[src/rtl/fetch_stage_if.sv]
// Instruction-memory request/acknowledge bus between the fetch stage and
// the instruction memory. The fetch stage is the master.
interface fetch_stage_if;
   logic        imemReq;
   logic [31:0] imemAddr;
   logic        imemAck;
   logic [31:0] imemData;

   modport master (output imemReq, output imemAddr, input imemAck, input imemData);
   modport slave  (input imemReq, input imemAddr, output imemAck, output imemData);
endinterface

[src/rtl/fetch_stage.sv]
// IF stage of the 5-stage MIPS pipeline: owns the PC, issues instruction
// fetches over a req/ack bus, loads the IF/ID register, redirects on ID
// flush and parks one fetched word in a skid buffer while stalled.
// Optional macro FETCH_PERF_EN enables the squash/stall performance counters;
// without it squashCount and stallCount are tied to zero.
module fetch_stage #(
   parameter logic [31:0] RESET_PC = 32'h00000000,
   parameter logic [31:0] NOP_INST = 32'h00000000
) (
   input  logic          clk,
   input  logic          rst,
   input  logic [1:0]    pcSrc,
   input  logic          flush,
   input  logic [31:0]   branchTarget,
   input  logic [31:0]   jumpTarget,
   input  logic          stall,
   fetch_stage_if.master imem,
   output logic [31:0]   ifidInst,
   output logic [31:0]   ifidPcPlus4,
   output logic          ifidValid,
   output logic [31:0]   pc,
   output logic [31:0]   squashCount,
   output logic [31:0]   stallCount
);

   typedef enum logic [1:0] {FETCH = 2'd0, HOLD = 2'd1, SQUASH = 2'd2} state_t;

   typedef struct packed {
      logic        valid;
      logic [31:0] inst;
      logic [31:0] pc4;
   } ifid_t;

   localparam ifid_t BUBBLE = '{valid: 1'b0, inst: NOP_INST, pc4: 32'h0};

   state_t      state, stateNext;
   ifid_t       ifid, ifidNext;
   logic [31:0] pcNext;
   logic [31:0] pendTarget, pendNext;
   logic [31:0] skidInst, skidInstNext;
   logic [31:0] skidPc4, skidPc4Next;
   logic        redirect;
   logic [31:0] target;
   logic [31:0] pcPlus4;

   // Redirect decode: only pcSrc 01/10 with flush move the PC; the rest bubble only.
   assign redirect = flush && (pcSrc == 2'b01 || pcSrc == 2'b10);
   assign target   = (pcSrc == 2'b01) ? branchTarget : jumpTarget;
   assign pcPlus4  = pc + 32'd4;

   // The address stays on the old PC during SQUASH so it is stable until ack.
   assign imem.imemAddr = pc;
   assign imem.imemReq  = (state != HOLD);

   assign ifidInst    = ifid.inst;
   assign ifidPcPlus4 = ifid.pc4;
   assign ifidValid   = ifid.valid;

   // Next-state and next-register decode, priority flush > stall > ack.
   always_comb begin
      stateNext    = state;
      pcNext       = pc;
      pendNext     = pendTarget;
      skidInstNext = skidInst;
      skidPc4Next  = skidPc4;
      ifidNext     = ifid;
      case (state)
         FETCH: begin
            if (flush) begin
               ifidNext = BUBBLE;
               if (imem.imemAck) begin
                  pcNext = redirect ? target : pc;
               end else begin
                  pendNext  = redirect ? target : pc;
                  stateNext = SQUASH;
               end
            end else if (stall) begin
               if (imem.imemAck) begin
                  skidInstNext = imem.imemData;
                  skidPc4Next  = pcPlus4;
                  pcNext       = pcPlus4;
                  stateNext    = HOLD;
               end
            end else if (imem.imemAck) begin
               ifidNext = '{valid: 1'b1, inst: imem.imemData, pc4: pcPlus4};
               pcNext   = pcPlus4;
            end else begin
               ifidNext = BUBBLE;
            end
         end
         SQUASH: begin
            if (flush || !stall) begin
               ifidNext = BUBBLE;
            end
            // A newer redirect replaces the one still waiting for the old ack.
            if (imem.imemAck) begin
               pcNext    = redirect ? target : pendTarget;
               stateNext = FETCH;
            end else if (redirect) begin
               pendNext = target;
            end
         end
         HOLD: begin
            if (flush) begin
               ifidNext  = BUBBLE;
               pcNext    = redirect ? target : pc;
               stateNext = FETCH;
            end else if (!stall) begin
               ifidNext  = '{valid: 1'b1, inst: skidInst, pc4: skidPc4};
               stateNext = FETCH;
            end
         end
         default: begin
            stateNext = FETCH;
         end
      endcase
   end

   // State, PC and IF/ID register; reset wins over any in-flight request.
   always_ff @(posedge clk) begin
      if (rst) begin
         state <= FETCH;
         pc    <= RESET_PC;
         ifid  <= BUBBLE;
      end else begin
         state <= stateNext;
         pc    <= pcNext;
         ifid  <= ifidNext;
      end
   end

   // Pending redirect target and skid buffer; their contents only matter in SQUASH/HOLD.
   always_ff @(posedge clk) begin
      pendTarget <= pendNext;
      skidInst   <= skidInstNext;
      skidPc4    <= skidPc4Next;
   end

`ifdef FETCH_PERF_EN
   logic squashEvt;
   logic stallEvt;

   assign squashEvt = (state == HOLD && flush) ||
                      (state != HOLD && imem.imemAck && (flush || state == SQUASH));
   assign stallEvt  = stall && !flush;

   // Wrapping event counters for discarded fetches and stalled cycles.
   always_ff @(posedge clk) begin
      if (rst) begin
         squashCount <= 32'h0;
         stallCount  <= 32'h0;
      end else begin
         if (squashEvt) squashCount <= squashCount + 32'd1;
         if (stallEvt)  stallCount  <= stallCount + 32'd1;
      end
   end
`else
   assign squashCount = 32'h0;
   assign stallCount  = 32'h0;
`endif

endmodule
[src/flat_wrapper.sv]
// flat-port wrapper written by rule: the top's interface ports become plain ports
module fetch_stage_flat 
#(
   parameter logic [31:0] RESET_PC = 32'h00000000,
   parameter logic [31:0] NOP_INST = 32'h00000000
)
  (clk, rst, pcSrc, flush, branchTarget, jumpTarget, stall, ifidInst, ifidPcPlus4, ifidValid, pc, squashCount, stallCount, imem_imemReq, imem_imemAddr, imem_imemAck, imem_imemData);
  fetch_stage_if imem_i ();
  input  logic clk;
  input  logic rst;
  input  logic [1:0] pcSrc;
  input  logic flush;
  input  logic [31:0] branchTarget;
  input  logic [31:0] jumpTarget;
  input  logic stall;
  output logic [31:0] ifidInst;
  output logic [31:0] ifidPcPlus4;
  output logic ifidValid;
  output logic [31:0] pc;
  output logic [31:0] squashCount;
  output logic [31:0] stallCount;
  output wire logic [$bits(imem_i.imemReq)-1:0] imem_imemReq;
  output wire logic [$bits(imem_i.imemAddr)-1:0] imem_imemAddr;
  input wire logic [$bits(imem_i.imemAck)-1:0] imem_imemAck;
  input wire logic [$bits(imem_i.imemData)-1:0] imem_imemData;
  assign imem_imemReq = imem_i.imemReq;
  assign imem_imemAddr = imem_i.imemAddr;
  assign imem_i.imemAck = imem_imemAck;
  assign imem_i.imemData = imem_imemData;
  fetch_stage #(.RESET_PC(RESET_PC), .NOP_INST(NOP_INST)) u_core (.clk(clk), .rst(rst), .pcSrc(pcSrc), .flush(flush), .branchTarget(branchTarget), .jumpTarget(jumpTarget), .stall(stall), .imem(imem_i), .ifidInst(ifidInst), .ifidPcPlus4(ifidPcPlus4), .ifidValid(ifidValid), .pc(pc), .squashCount(squashCount), .stallCount(stallCount));
endmodule
[config.mk]
export PLATFORM = sky130hd
export DESIGN_NAME = fetch_stage_flat
export DESIGN_NICKNAME = d
export VERILOG_FILES = /design/src/rtl/fetch_stage_if.sv /design/src/rtl/fetch_stage.sv /design/src/flat_wrapper.sv
export SDC_FILE = /design/constraint.sdc
export NUM_CORES = 1
export LEC_CHECK = 0
export BUFFER_PORTS_ARGS = -buffer_cell sky130_fd_sc_hd__buf_2
export CAP_MARGIN = 20
export CORE_MARGIN = 2
export CORE_UTILIZATION = 45
export CTS_BUF_LIST = sky130_fd_sc_hd__clkbuf_2 sky130_fd_sc_hd__clkbuf_4 sky130_fd_sc_hd__clkbuf_8
export DETAILED_ROUTE_END_ITERATION = 8
export GPL_ROUTABILITY_DRIVEN = 0
export GPL_TIMING_DRIVEN = 0
export PLACE_DENSITY = 0.73
export SYNTH_ARGS = -nofsm -noshare
export SYNTH_HDL_FRONTEND = slang
export SYNTH_SLANG_ARGS = --single-unit
[constraint.sdc]
create_clock -name clk -period 3.66 [get_ports clk]
set_input_delay 0.549 -clock clk [delete_from_list [all_inputs] [get_ports clk]]
set_output_delay 0.549 -clock clk [all_outputs]
set_load 0.05 [all_outputs]
* Word level (Yosys, flattened, before mapping)
Cells that the tools add are included.
** Storage, ports and cells
- Bits in registers :: 195
- Word-level logic and storage cells :: 67
- Input bits :: 103
- Output and inout bits :: 194
** Cells by class
- Muxes and demuxes :: 28
- Reduce and logical (&&, ||, !) cells :: 12
- Add/sub/neg operators :: 1
- Eq/ne operators :: 17
- Bitwise operators :: 1
** Operators by type and width (count)
- 65-bit two-way mux :: 6
- 32-bit two-way mux :: 11
- 65-bit one-hot mux with 3 select lines :: 1
- 32-bit one-hot mux with 3 select lines :: 1
- 32-bit one-hot mux with 2 select lines :: 1
- 32-bit by 3-bit adder with 32-bit output, second input constant :: 1
- 4-bit AND reduction :: 4
- 3-bit inequality test, second input constant :: 5
- 2-bit two-way mux :: 7
- 2-bit inequality test, second input constant :: 6
- 2-bit one-hot mux with 3 select lines :: 1
- 5-bit AND reduction :: 1
- 2-bit by 1-bit == test with 1-bit output, second input constant :: 2
- 2-bit == test, second input constant :: 2
- 2-bit by 1-bit inequality test with 1-bit output, second input constant :: 2
- 3-bit nonzero test :: 1
- 2-bit logical NOT :: 1
- 1-bit logical OR :: 2
- 2-bit nonzero test :: 1
- 1-bit logical AND :: 1
- 1-bit logical NOT :: 1
- 1-bit inverter :: 1

* Longest topological paths before layout
- Word-level depth :: 7
- Gate-level depth with buffers :: 11
- Depth with buffers taken out :: 7

* Least setup slack after synthesis
OpenSTA, ideal clock, no wires.
- Path kind :: input -> register
- From :: in flush
- To :: reg u_core.pendTarget[0] (enable)
- Path buffers :: 3
- Setup slack :: 187 ps
- Library setup time :: 432 ps
- Required time :: 3228 ps
- Stages on the path :: 5
- Arrival :: 3041 ps
- Cells stage by stage :: clkbuf_1 -> buf_1 -> buf_1 -> nand2_1 -> a21oi_1
** On the way
- Longest elaborated chain between the ends :: 2
** RTL lines
- start: declaration :: RTL line flat_wrapper.sv:12 : input logic flush;
- 2-bit inequality test (no line)
- 4-bit AND reduction (no line)
- end signal: assignment :: RTL line fetch_stage.sv:134 : pendTarget <= pendNext;
- end: declaration :: RTL line fetch_stage.sv:39 : logic [31:0] pendTarget, pendNext;
Every way passes these cells.
A chain may end at the register's enable or synchronous reset.

* Worst setup path after layout
- From :: reg u_core.pc[14], in the netlist u_core.imem.imemAddr[14]
- To :: reg u_core.pc[22], in the netlist u_core.imem.imemAddr[22]
** On the way
- Longest elaborated chain between the ends :: 4
** RTL lines
- start: declaration :: RTL line fetch_stage.sv:21 : output logic [31:0] pc,
- start signal: assignment :: RTL line fetch_stage.sv:127 : pc <= pcNext;
- 32-bit by 3-bit adder with 32-bit output :: RTL line fetch_stage.sv:49 : assign pcPlus4 = pc + 32'd4;
- 32-bit two-way mux :: RTL line fetch_stage.sv:78, fetch_stage.sv:84
- 32-bit two-way mux :: RTL line fetch_stage.sv:69 : if (flush) begin
- 32-bit one-hot mux with 3 select lines :: RTL line fetch_stage.sv:67 : case (state)
Every way passes these cells. The select of a mux whose other input is x is not followed.

==> results.json <==
{
  "outcome": "finished, final reports clean",
  "syn_inst": 1162,
  "first_pass_iters": 5,
  "drtIter0Drc": 1123,
  "cts_buffers": 17,
  "postCtsSetupBuffers": 0,
  "dpl_cell_area_um2": 12800,
  "diodes": 0,
  "holdWs_ps": 265,
  "ys_ff_latch": 195,
  "clockBufferDepth": 2,
  "start_util": 0.462,
  "start_kind": "register",
  "clockPowerShare": 0.199,
  "grt_pass1_wl_mm": 51.5,
  "nets": 1586,
  "die_w_um": 160,
  "clock-skew-final_ps": 20.7,
  "layout_min_cycle_time_ps": 3250,
  "yosysTopAreaCell": "edfxtp_1",
  "vias_per_cell": 5.61,
  "postRouteAntennaNets": 0,
  "yosysWarningCount": 0,
  "drcViolationCount": 0,
  "syn_to_final_growth_pct": 20.5,
  "track_usage": 0.255,
  "first_global_vias": 9110,
  "hold_class": "in -> reg",
  "cts_root_buf": "clkbuf_8",
  "leakage_uw": 0.00541,
  "clock_latency_ps": 480,
  "antenna_found_initial": 0,
  "slowest_stage": "a2111oi_0",
  "grt_max_degree": 40,
  "max_cap_viol_count": 0,
  "numClockSinks": 195,
  "path_class": "reg -> reg",
  "final_area_um2": 13100,
  "hold_start": "imem_imemData[30]",
  "end_kind": "register",
  "vias": 10162,
  "synth_top_flop_cell": "dfxtp_1",
  "hold_viol": 0,
  "overflow": 0,
  "async_flop_share": 0,
  "drive_gt1_frac": 0.284,
  "htreeDepth": 4,
  "syn_avg_cell_area_um2": 9.39,
  "switching_share": 0.433,
  "critical_path.cell_chain": "clkbuf_1 > nand3_1 > nor4_4 > nor3b_1 > o21ai_0 > a2111oi_0",
  "drv_slew": 0,
  "synth_top_area_frac": 0.264,
  "cp.required_ps": 3950,
  "finalWirelength_mm": 33.8,
  "io_buffers": 232,
  "seqPwrFrac": 0.392,
  "clk_pin_slew_worst_paths_ps": 100,
  "relSlewSlack": 0.184,
  "setup.worst_path.start": "u_core.imem.imemAddr[14]$_SDFFE_PP0P_",
  "synth_cell_types": 74,
  "rsz0062_at_grt": "false",
  "reg2reg_from": "u_core.imem.imemAddr[14]$_SDFFE_PP0P_",
  "tightestPinTransition_ps": 1210,
  "ios": 297,
  "die_area_um2": 25500,
  "dp_hpwl_mm": 25.8,
  "cp_max_fo": 10,
  "synth_edf_count": 96,
  "switching_power_uw": 3030,
  "synth_area_um2": 10900,
  "p_per_area_nw_per_um2": 531,
  "yosysSeqAreaShare": 0.446,
  "core.rowCount": 56,
  "max_stage_delay_ps": 850,
  "ir_drop_v": 0.000322,
  "cp_data_arrival_time_ps": 3530,
  "combPwrFrac": 0.409,
  "post_cts_resize_count": 0,
  "p_int_uw": 3960,
  "cts_hold_buf": 0,
  "synth_area_leaders": "edfxtp_1 26%, dfxtp_1 18%, buf_4 6.9%",
  "setup_viol": 0,
  "cts_tree": "yes",
  "wire_per_inst_um": 18.7,
  "coreArea_um2": 23600,
  "dieHeight_um": 160,
  "max_freq_ghz": 0.308,
  "finalCritPeriodShare": 0.887
}
[path summary, 6_finish.rpt]
| check | to | slack [ps] | cells past startpoint |
|---|---|---|---|
| worst max register to register | u_core.imem.imemAddr[22]$_SDFFE_PP0P_ | 410 | 6 |
| worst min-delay path | u_core.skidInst[30]$_DFFE_PP_ | 270 | 1 |
| worst max-delay path | u_core.imem.imemAddr[22]$_SDFFE_PP0P_ | 410 | 6 |
| worst min register to register | u_core.ifidInst[12]$_SDFFE_PP0P_ | 500 | 2 |
[power groups by stage]
stage	Combinational (uW)	Clock (uW)	Sequential (uW)
CTS	2810	1400	2740
detailed placement	2800	0	2790
global route	3020	1490	2770
finish	2860	1390	2740
floorplan	1580	0	3290
global placement	2770	0	2790
[metal layers]
metal  global-route usage  share of wire
met1                0.348           0.42
met3               0.0395          0.099
met2                0.411           0.45
met5                    0              0
met4               0.0905          0.031
[cells in the mapped netlist (all sizes together), types with 6 or more instances]
master / instances
a31oi: 10
or2: 8
dfxtp: 99
a211oi: 12
mux2: 16
a221oi: 52
a21oi: 72
clkbuf: 75
nor2: 103
o22ai: 7
and2: 8
edfxtp: 96
inv: 25
o21a: 9
nor4: 15
nor3: 54
a21o: 7
xor2: 10
o221ai: 6
o21ai: 83
a311oi: 8
nand4: 16
nor2b: 10
nand2: 51
a22oi: 16
nand3: 21
mux2i: 45
o32ai: 8
buf: 126
xnor2: 14
[layout make-up]
type                       count  area [um2]
fill                        2170       10500
multi-input combinational    801        5000
sequential                   195        4860
buffer                       203        1200
timing repair buffer         234        1200
tap                          319         399
clock buffer                  20         263
clock inverter                12         120
inverter                      26        97.6
[metrics by stage]
stage | util | power (uW) | setup WS [ps] | instances | setup TNS, ps
2_1_floorplan | - | 4860 | 187 | 1225 | 0
3_3_place_gp | 0.538 | 5550 | -1190 | 1776 | -43900
3_5_place_dp | 0.540 | 5590 | 512 | 1778 | 0
4_1_cts | 0.557 | 6950 | 503 | 1810 | 0
5_1_grt | 0.557 | 7280 | 172 | 1810 | 0
6_report | 0.557 | 6980 | 415 | 1810 | 0
[worst max-delay path: cells and delay by family, from the launching register on]
kind	cells	cell delay (ps)
compound gates	2	1000
buf+inv	1	440
flops	1	430
simple gates	3	1200
[flip-flops by register name, summed over array words and instances (netlist names)]
signal	cells
u_core.ifidInst	32
u_core.ifidPcPlus4	32
u_core.ifidValid	1
u_core.imem.imemAddr	32
u_core.pendTarget	32
u_core.skidInst	32
u_core.skidPc4	32
u_core.state	2
[cell families (layout without fill, tap and decap cells)]
kind of cell / count (synthesis) / count (layout) / share of synthesized area
simple gates: 308 / 308 / 0.141
flops: 195 / 195 / 0.446
mux: 61 / 61 / 0.0578
fa+ha+maj: 5 / 5 / 0.00573
xor+xnor: 24 / 24 / 0.0193
other cells: 1 / 64 / 0.000344
buf+inv: 229 / 495 / 0.119
compound gates: 339 / 339 / 0.211
[cell usage in the layout, fill, tap and decap left out, types with 9 or more instances in the layout]
cell and n:
xnor2_1 14, a221oi_1 52, mux2_2 16, edfxtp_1 96
a21oi_1 71, buf_4 100, o21ai_0 82, o21a_1 9
a211oi_1 12, nor4_1 12, nand3_1 21, buf_2 242
nand4_1 14, nor2_1 103, nor2b_1 10, mux2i_1 45
clkbuf_8 19, clkbuf_1 73, xor2_1 10, inv_1 25
a31oi_1 10, a22oi_1 16, buf_1 12, dfxtp_1 99
conb_1 64, nor3_1 53, nand2_1 51
(Power assumes the default switching activity.)
